`config.mk`:
```
export PLATFORM = sky130hd
export DESIGN_NAME = ps2_frame_ctrl
export DESIGN_NICKNAME = d
export VERILOG_FILES = /design/src/rtl/ps2_pkg.sv /design/src/rtl/ps2_evt_hold.sv /design/src/rtl/ps2_frame_ctrl.sv
export SDC_FILE = /design/constraint.sdc
export NUM_CORES = 1
export LEC_CHECK = 0
export CAP_MARGIN = 20
export CORE_UTILIZATION = 40
export DETAILED_ROUTE_END_ITERATION = 12
export PLACE_DENSITY_LB_ADDON = 0.2
export SLEW_MARGIN = 20
export SYNTH_ARGS = -nofsm -noshare
export SYNTH_HDL_FRONTEND = slang
export SYNTH_HIERARCHICAL = 1
export SYNTH_SLANG_ARGS = --single-unit
```
`constraint.sdc`:
```
create_clock -name clk -period 3.7 [get_ports clk]
set_input_delay 0.37 -clock clk [delete_from_list [all_inputs] [get_ports clk]]
set_output_delay 0.37 -clock clk [all_outputs]
set_load 0.01 [all_outputs]
```
`src/rtl/ps2_pkg.sv`:
```
// Shared PS/2 receive definitions: frame FSM state encoding, prefix scan codes
// and small decode helpers used by the frame controller.
package ps2_pkg;

    typedef enum logic [1:0] {
        StIdle   = 2'd0,
        StData   = 2'd1,
        StParity = 2'd2,
        StStop   = 2'd3
    } ps2_state_e;

    localparam logic [7:0] PS2_EXT = 8'hE0;
    localparam logic [7:0] PS2_BRK = 8'hF0;

    // A prefix byte only modifies the next key event; it never produces one itself.
    function automatic logic is_prefix(input logic [7:0] code);
        return (code == PS2_EXT) || (code == PS2_BRK);
    endfunction

    // PS/2 frames carry odd parity over the eight data bits plus the parity bit.
    function automatic logic parity_ok(input logic [7:0] data, input logic par);
        return ^{data, par};
    endfunction

endpackage

```
`src/rtl/ps2_evt_hold.sv`:
```
// Single-entry valid/ack holding register for decoded key events, with a sticky
// overrun flag raised when an event arrives while the previous one is still pending.
module ps2_evt_hold (
    input  logic       clk,
    input  logic       rst_n,
    input  logic       evt_valid,
    input  logic [7:0] evt_code,
    input  logic       evt_ext,
    input  logic       evt_brk,
    input  logic       key_ack,
    input  logic       err_clr,
    output logic       key_valid,
    output logic [7:0] key_code,
    output logic       key_ext,
    output logic       key_break,
    output logic       overrun
);

    logic slot_free;
    logic evt_drop;

    // An ack in the same cycle frees the slot for the incoming event.
    assign slot_free = ~key_valid | key_ack;
    assign evt_drop  = evt_valid & ~slot_free;

    always_ff @(posedge clk) begin
        if (!rst_n) begin
            key_valid <= 1'b0;
            key_code  <= 8'h00;
            key_ext   <= 1'b0;
            key_break <= 1'b0;
            overrun   <= 1'b0;
        end else begin
            if (evt_valid && slot_free) begin
                key_valid <= 1'b1;
                key_code  <= evt_code;
                key_ext   <= evt_ext;
                key_break <= evt_brk;
            end else if (key_ack) begin
                key_valid <= 1'b0;
            end

            if (evt_drop) begin
                overrun <= 1'b1;
            end else if (err_clr) begin
                overrun <= 1'b0;
            end
        end
    end

endmodule

```
`src/rtl/ps2_frame_ctrl.sv`:
```
// PS/2 receive controller: samples the debounced keyboard clock/data pair, checks
// 11-bit frames, folds E0/F0 prefixes and hands key events to a holding register.
module ps2_frame_ctrl
    import ps2_pkg::*;
#(
    parameter int unsigned TIMEOUT_CYC = 50000,
    parameter int unsigned TMO_W       = 16
) (
    input  logic       clk,
    input  logic       rst_n,
    input  logic       kbd_clk,
    input  logic       kbd_data,
    input  logic       key_ack,
    input  logic       err_clr,
    output logic       key_valid,
    output logic [7:0] key_code,
    output logic       key_ext,
    output logic       key_break,
    output logic       frame_err,
    output logic       overrun
);

    localparam logic [TMO_W-1:0] TmoLimit = TMO_W'(TIMEOUT_CYC);

    ps2_state_e       state_q;
    logic             kbd_clk_q;
    logic [2:0]       bitcnt_q;
    logic [7:0]       shreg_q;
    logic             par_q;
    logic [TMO_W-1:0] tmo_q;
    logic             good_q;
    logic [7:0]       byte_q;
    logic             ext_f_q;
    logic             brk_f_q;
    logic             frame_err_q;

    logic fall;
    logic tmo_hit;
    logic evt_valid;

    assign fall      = kbd_clk_q & ~kbd_clk;
    assign tmo_hit   = (state_q != StIdle) && (tmo_q == TmoLimit);
    assign frame_err = frame_err_q;

    always_ff @(posedge clk) begin
        if (!rst_n) begin
            state_q     <= StIdle;
            kbd_clk_q   <= 1'b1;
            bitcnt_q    <= 3'd0;
            shreg_q     <= 8'h00;
            par_q       <= 1'b0;
            tmo_q       <= '0;
            good_q      <= 1'b0;
            byte_q      <= 8'h00;
            ext_f_q     <= 1'b0;
            brk_f_q     <= 1'b0;
            frame_err_q <= 1'b0;
        end else begin
            kbd_clk_q   <= kbd_clk;
            good_q      <= 1'b0;
            frame_err_q <= 1'b0;

            if (state_q == StIdle || fall) begin
                tmo_q <= '0;
            end else begin
                tmo_q <= tmo_q + TMO_W'(1);
            end

            // Prefix folding runs the cycle after a good stop bit.
            if (good_q) begin
                if (byte_q == PS2_EXT) begin
                    ext_f_q <= 1'b1;
                end else if (byte_q == PS2_BRK) begin
                    brk_f_q <= 1'b1;
                end else begin
                    ext_f_q <= 1'b0;
                    brk_f_q <= 1'b0;
                end
            end

            if (fall) begin
                unique case (state_q)
                    StIdle: begin
                        if (!kbd_data) begin
                            state_q  <= StData;
                            bitcnt_q <= 3'd0;
                        end else begin
                            frame_err_q <= 1'b1;
                        end
                    end
                    StData: begin
                        shreg_q  <= {kbd_data, shreg_q[7:1]};
                        bitcnt_q <= bitcnt_q + 3'd1;
                        if (bitcnt_q == 3'd7) begin
                            state_q <= StParity;
                        end
                    end
                    StParity: begin
                        par_q   <= kbd_data;
                        state_q <= StStop;
                    end
                    StStop: begin
                        state_q <= StIdle;
                        if (kbd_data && parity_ok(shreg_q, par_q)) begin
                            good_q <= 1'b1;
                            byte_q <= shreg_q;
                        end else begin
                            frame_err_q <= 1'b1;
                            ext_f_q     <= 1'b0;
                            brk_f_q     <= 1'b0;
                        end
                    end
                    default: state_q <= StIdle;
                endcase
            end else if (tmo_hit) begin
                state_q     <= StIdle;
                frame_err_q <= 1'b1;
                ext_f_q     <= 1'b0;
                brk_f_q     <= 1'b0;
            end
        end
    end

    assign evt_valid = good_q & ~is_prefix(byte_q);

    ps2_evt_hold u_evt_hold (
        .clk       (clk),
        .rst_n     (rst_n),
        .evt_valid (evt_valid),
        .evt_code  (byte_q),
        .evt_ext   (ext_f_q),
        .evt_brk   (brk_f_q),
        .key_ack   (key_ack),
        .err_clr   (err_clr),
        .key_valid (key_valid),
        .key_code  (key_code),
        .key_ext   (key_ext),
        .key_break (key_break),
        .overrun   (overrun)
    );

endmodule
```
==> results of run 1 <==
-- synth_stat cells (2+ instances only) --
| library cell | count |
|---|---|
| nor2_1 | 18 |
| nor4_1 | 3 |
| and3_1 | 3 |
| and4_1 | 2 |
| ha_1 | 8 |
| a21boi_0 | 3 |
| inv_1 | 5 |
| nor4b_1 | 2 |
| nand3_1 | 6 |
| mux2i_1 | 26 |
| a32oi_1 | 3 |
| a21oi_1 | 4 |
| buf_2 | 3 |
| dfxtp_1 | 55 |
| a211oi_1 | 3 |
| nand3b_1 | 3 |
| nor2b_4 | 2 |
| or4_1 | 2 |
| nor2b_1 | 14 |
| o21ai_0 | 3 |
| nand4_1 | 7 |
| nand2b_1 | 4 |
| o211ai_1 | 2 |
| xnor2_1 | 8 |
| nor3_1 | 2 |
| clkbuf_1 | 7 |
| and2_1 | 3 |
| xor2_1 | 8 |
| nand2_1 | 49 |
-- where the power goes --
group / total [mW] / switching, mW / internal, mW / leakage [nW]
sequential: 0.600 / 0.00399 / 0.596 / 0.444
clock: 0.343 / 0.207 / 0.136 / 0.0443
combinational: 0.0578 / 0.0359 / 0.0219 / 0.519
-- state kept, by name, indices dropped and copies added, names as in the netlist --
register              cells
tmo_q                    16
byte_q                    8
shreg_q                   8
u_evt_hold/key_code       8
bitcnt_q                  3
state_q                   2
brk_f_q                   1
ext_f_q                   1
frame_err                 1
good_q                    1
kbd_clk_q                 1
par_q                     1
u_evt_hold/key_break      1
u_evt_hold/key_ext        1
u_evt_hold/key_valid      1
u_evt_hold/overrun        1
-- layout make-up --
type	instances	area (µm²)	area share [%]
clock inverters	3	25.0	0.867
clock buffers	5	68.8	2.39
flip-flops and latches	55	1100	38.2
well taps	75	93.8	3.25
repair buffers	18	175	6.07
inverters	5	18.8	0.650
multi-input cells	203	1400	48.6
-- critical path, cell delays in order --
cell             delay [ns]
clkdlybuf4s50_1        0.43
nor2b_1                0.54
nand4b_1               0.25
mux2i_4                0.42
mux2i_1                0.22
-- path summary, 6_finish.rpt --
check | from | end | slack, ns | depth (start not counted)
worst max-delay path | kbd_clk | byte_q[0]$_SDFFE_PN0P_ | 1.71 | 5
worst min-delay path | u_evt_hold/key_code[4]$_SDFFE_PN0P_ | u_evt_hold/key_code[4]$_SDFFE_PN0P_ | 0.46 | 2
worst max register to register | byte_q[7]$_SDFFE_PN0P_ | u_evt_hold/key_break$_SDFFE_PN0P_ | 1.81 | 5
worst min register to register | u_evt_hold/key_code[4]$_SDFFE_PN0P_ | u_evt_hold/key_code[4]$_SDFFE_PN0P_ | 0.46 | 2
-- logic make-up after synthesis --
kind of cell / share of synthesized area (%)
AO/OA/AOI/OAI: 6.57
buffers and inverters: 3.38
adder cells (fa/ha/maj): 3.86
flip-flops: 42.5
XOR/XNOR: 7.19
multiplexers: 11.5
AND/OR/NAND/NOR: 25.0
-- routing by layer --
metal	track usage [%]	vias to the layer above	part of all wire [%]
li1	-	973	-
met1	18.4	830	52
met2	22.8	25	43
met3	3.63	6	3.0
met4	5.26	0	1.4
met5	0	-	0
==> flow_summary.json, run 1 <==
{
  "status": "completed",
  "yosysUniqueCellTypes": 46,
  "grt_max_degree": 60,
  "die_w_um": 82.5,
  "clock_latency_ns": 0.31,
  "start_util_pct": 42.5,
  "worstPathRequired_ns": 3.94,
  "ctsLongestPathBuffers": 2,
  "rsz0062_at_grt": "false",
  "cts_setup_buffers": 0,
  "final_common_cell": "dfxtp_1",
  "report.final.setup_viol": 0,
  "wl_per_cell_um": 12.2,
  "numCtsBuffers": 5,
  "post_cts_resized": 0,
  "yosysWarnings": 6,
  "grt_overflow_total": 0,
  "port_buffers": 18,
  "drtPass1Iterations": 4,
  "diodes": 0,
  "cap_violations": 0,
  "path_class": "in2reg",
  "drv_slew": 0,
  "grt_pass1_wl_mm": 7.42,
  "final_core_utilization_pct": 47.3,
  "ys.flop_type": "dfxtp_1",
  "netlist_top_cells_area": "dfxtp_1, mux2i_1, nand2_1",
  "hold_viol": 0,
  "instances_no_fill": 364,
  "core_mm2": 0.00610,
  "synth-edff-count": 0,
  "peakVddDrop_mv": 0.180,
  "synth_fp_nets": 289,
  "hold_path_class": "reg2reg",
  "fp-row-count": 28,
  "fin_setup_tns_ns": 0,
  "async_flop_share_pct": 0,
  "root_buffer": "clkbuf_8",
  "final_cell_mix": "dfxtp_1, nand2_1, mux2i_1, nor2_1, clkdlybuf4s50_1",
  "fin_area_mm2": 0.00289,
  "drt_iter0_markers": 64,
  "hold_buffers": 0,
  "layout-drive-gt1-share_pct": 5.54,
  "pre_cts_ws_ns": 1.37,
  "grt_antenna_before_repair": 0,
  "crit_fanout": 10,
  "holdWs_ns": 0.463,
  "slew-limit-headroom_pct": 41.0,
  "syn2layout_area_growth_pct": 11.3,
  "worstMarginPinSlew_ns": 0.885,
  "track_usage_pct": 14.2,
  "grt_pass1_vias": 1645,
  "crit_arrival_ns": 2.23,
  "final_antenna_net_count": 0,
  "finClkSkew_ns": 0.0111,
  "yosysSeqAreaShare_pct": 42.5,
  "netlist.top_cell.by_area": "dfxtp_1",
  "fp.dieArea_mm2": 0.00680,
  "cts_tree": "done",
  "dp_hpwl_mm": 3.06,
  "fillers": 609,
  "synth_top_cell_area_share_pct": 42.5,
  "htree_levels": 2,
  "dp_cells": 356,
  "via_count": 1834,
  "synth_cells": 275,
  "power.density_mw_per_mm2": 347,
  "endpoint_kind": "register",
  "ys_ff_latch": 55,
  "drt-total-wl_mm": 4.45,
  "leakage_nw": 1.01,
  "fin_ws_ns": 1.71,
  "cts.clk_slew.worst_paths_ns": 0.11,
  "final_nets": 302,
  "finalPower_mw": 1.00,
  "die_h_um": 82.5,
  "start_kind": "primary input",
  "synth_area_mm2": 0.00259,
  "period_share_pct": 53.8,
  "fin_crit_ns": 1.99,
  "drc": 0,
  "placed_area_mm2": 0.00279,
  "syn_area_per_cell_um2": 9.42,
  "fmax_mhz": 503,
  "cts_sinks": 55,
  "gp_congestion": 0.741,
  "ioPinCount": 19,
  "vias_per_cell": 5.04
}
Note: power is estimated with default switching activity, not from simulation.
==> run 2: changes to the inputs <==
clock period = 1.8 ns   (was 3.7 ns; I/O delays follow)
==> flow_summary.json, run 2 (synthesis results as in run 1) <==
{
  "drtPass1Iterations": 4,
  "grt_overflow_total": 0,
  "p_comb_share_pct": 6.4,
  "p_int_mw": 1.71,
  "grtUsageMet1_pct": 20.5,
  "numCtsBuffers": 5,
  "layout-drive-gt1-share_pct": 11.5,
  "die_w_um": 82.5,
  "vias_per_cell": 5.01,
  "track_usage_pct": 15.4,
  "grt_antenna_before_repair": 0,
  "path_class": "reg2reg",
  "endpoint_kind": "register",
  "die_h_um": 82.5,
  "port_buffers": 18,
  "wl_per_cell_um": 12.8,
  "period_share_pct": 95.3,
  "p_seq_share_pct": 55.8,
  "drt-total-wl_mm": 4.84,
  "final_common_cell": "dfxtp_1",
  "via_count": 1899,
  "diodes": 0,
  "report.final.setup_viol": 0,
  "cts_sinks": 55,
  "final_cell_mix": "dfxtp_1, nand2_1, mux2i_1, nor2_1, clkdlybuf4s50_1",
  "met3_usage_pct": 3.30,
  "min_path_cells": 2,
  "start_kind": "register",
  "peakVddDrop_mv": 0.395,
  "cts_tree": "done",
  "fmax_mhz": 583,
  "final_antenna_net_count": 0,
  "min_to": "kbd_clk_q$_SDFF_PN1_",
  "swShare_pct": 22.8,
  "grt_pass1_vias": 1736,
  "hold_path_class": "in2reg",
  "clock_latency_ns": 0.31,
  "hold_viol": 0,
  "r2r-start": "shreg_q[7]$_SDFFE_PN0P_",
  "root_buffer": "clkbuf_8",
  "grt_pass1_wl_mm": 8.06,
  "fp.dieArea_mm2": 0.00680,
  "fp-row-count": 28,
  "regMostFlops": "tmo_q",
  "dp_hpwl_mm": 3.45,
  "instances_no_fill": 379,
  "reg2reg_depth": 5,
  "fin_crit_ns": 1.72,
  "power.share.clock_pct": 37.8,
  "hold_buffers": 0,
  "p_sw_mw": 0.504,
  "finalPower_mw": 2.21,
  "drc": 0,
  "crit_arrival_ns": 1.96,
  "r2r_slack_ns": 0.08,
  "hold_start": "rst_n",
  "syn2layout_area_growth_pct": 18.2,
  "drv_slew": 0,
  "worstPathRequired_ns": 2.05,
  "crit_fanout": 9,
  "htree_levels": 2,
  "grt_max_degree": 37,
  "dp_cells": 371,
  "r2r-end": "byte_q[3]$_SDFFE_PN0P_",
  "top_usage_layer": "met2",
  "gp_congestion": 0.837,
  "ioPinCount": 19,
  "slew-limit-headroom_pct": 71.6,
  "cts.clk_slew.worst_paths_ns": 0.11,
  "fin_area_mm2": 0.00306,
  "fin_setup_tns_ns": 0,
  "largest_reg_flops": 16,
  "core_mm2": 0.00610,
  "leakage_nw": 1.10,
  "finClkSkew_ns": 0.0117,
  "ctsLongestPathBuffers": 2,
  "placed_area_mm2": 0.00293,
  "worstMarginPinSlew_ns": 0.425,
  "status": "completed",
  "power.density_mw_per_mm2": 722,
  "cap_violations": 0,
  "drt_iter0_markers": 79,
  "grtUsageMet2_pct": 24.8,
  "rsz0062_at_grt": "false",
  "final_nets": 317,
  "start_util_pct": 42.5
}
-- run 2: worst max-delay path, stage by stage, from the launching register on --
cell and delay [ns]:
dfxtp_1 0.41, xnor3_2 0.48, nand4b_1 0.23, mux2i_4 0.20, buf_12 0.15, mux2i_1 0.17
-- run 2: worst max path at each step --
stage	end	startpoint	slack (ns)	cells past startpoint
6_report	byte_q[3]$_SDFFE_PN0P_	shreg_q[7]$_SDFFE_PN0P_	0.08	5
5_1_grt	ext_f_q$_SDFF_PN0_	shreg_q[1]$_SDFFE_PN0P_	0.003	4
4_1_cts	brk_f_q$_SDFF_PN0_	tmo_q[13]$_SDFF_PP0_	0.06	4
3_5_place_dp	byte_q[3]$_SDFFE_PN0P_	kbd_clk	-0.002	6
3_3_place_gp	brk_f_q$_SDFF_PN0_	kbd_clk	0.06	5
2_1_floorplan	u_evt_hold/key_break$_SDFFE_PN0P_	byte_q[7]$_SDFFE_PN0P_	0.08	6
-- run 2: power by group through the flow --
stage	logic, mW	registers [mW]	clock network [mW]
after global routing	0.158	1.24	0.910
after floorplan	0.0895	1.26	0
after global placement	0.139	1.26	0
after detailed placement	0.140	1.26	0
after CTS	0.141	1.23	0.867
final	0.142	1.23	0.836
-- run 2: routing by layer --
layer / vias to the layer above / wire length, µm
met5: - / 0
met4: 0 / 45
met3: 5 / 132
met2: 28 / 2190
met1: 864 / 2470
li1: 1002 / -
-- run 2: timing repair --
| item | in CTS | in global routing |
|---|---|---|
| setup buffers | 0 | 0 |
| gates resized for setup | 0 | 4 |
| endpoints found under the setup margin | 0 | 8 |
-- run 2: layout make-up --
type | instances | area (µm²)
Fill cell | 581 | 3030
Multi-Input combinational cell | 203 | 1420
Sequential cell | 55 | 1100
Timing Repair Buffer | 33 | 313
Tap cell | 75 | 93.8
Clock buffer | 5 | 68.8
Clock inverter | 3 | 47.5
Inverter | 5 | 18.8
-- run 2: per-stage QoR --
step / setup slack [ns] / util, % / hold WS [ns]
2_1_floorplan: 0.0825 / - / 0.281
3_3_place_gp: 0.0577 / 48.1 / 0.442
3_5_place_dp: -0.00206 / 48.1 / 0.448
4_1_cts: 0.0608 / 50.0 / 0.163
5_1_grt: 0.00275 / 50.2 / 0.175
6_report: 0.0844 / 50.2 / 0.167
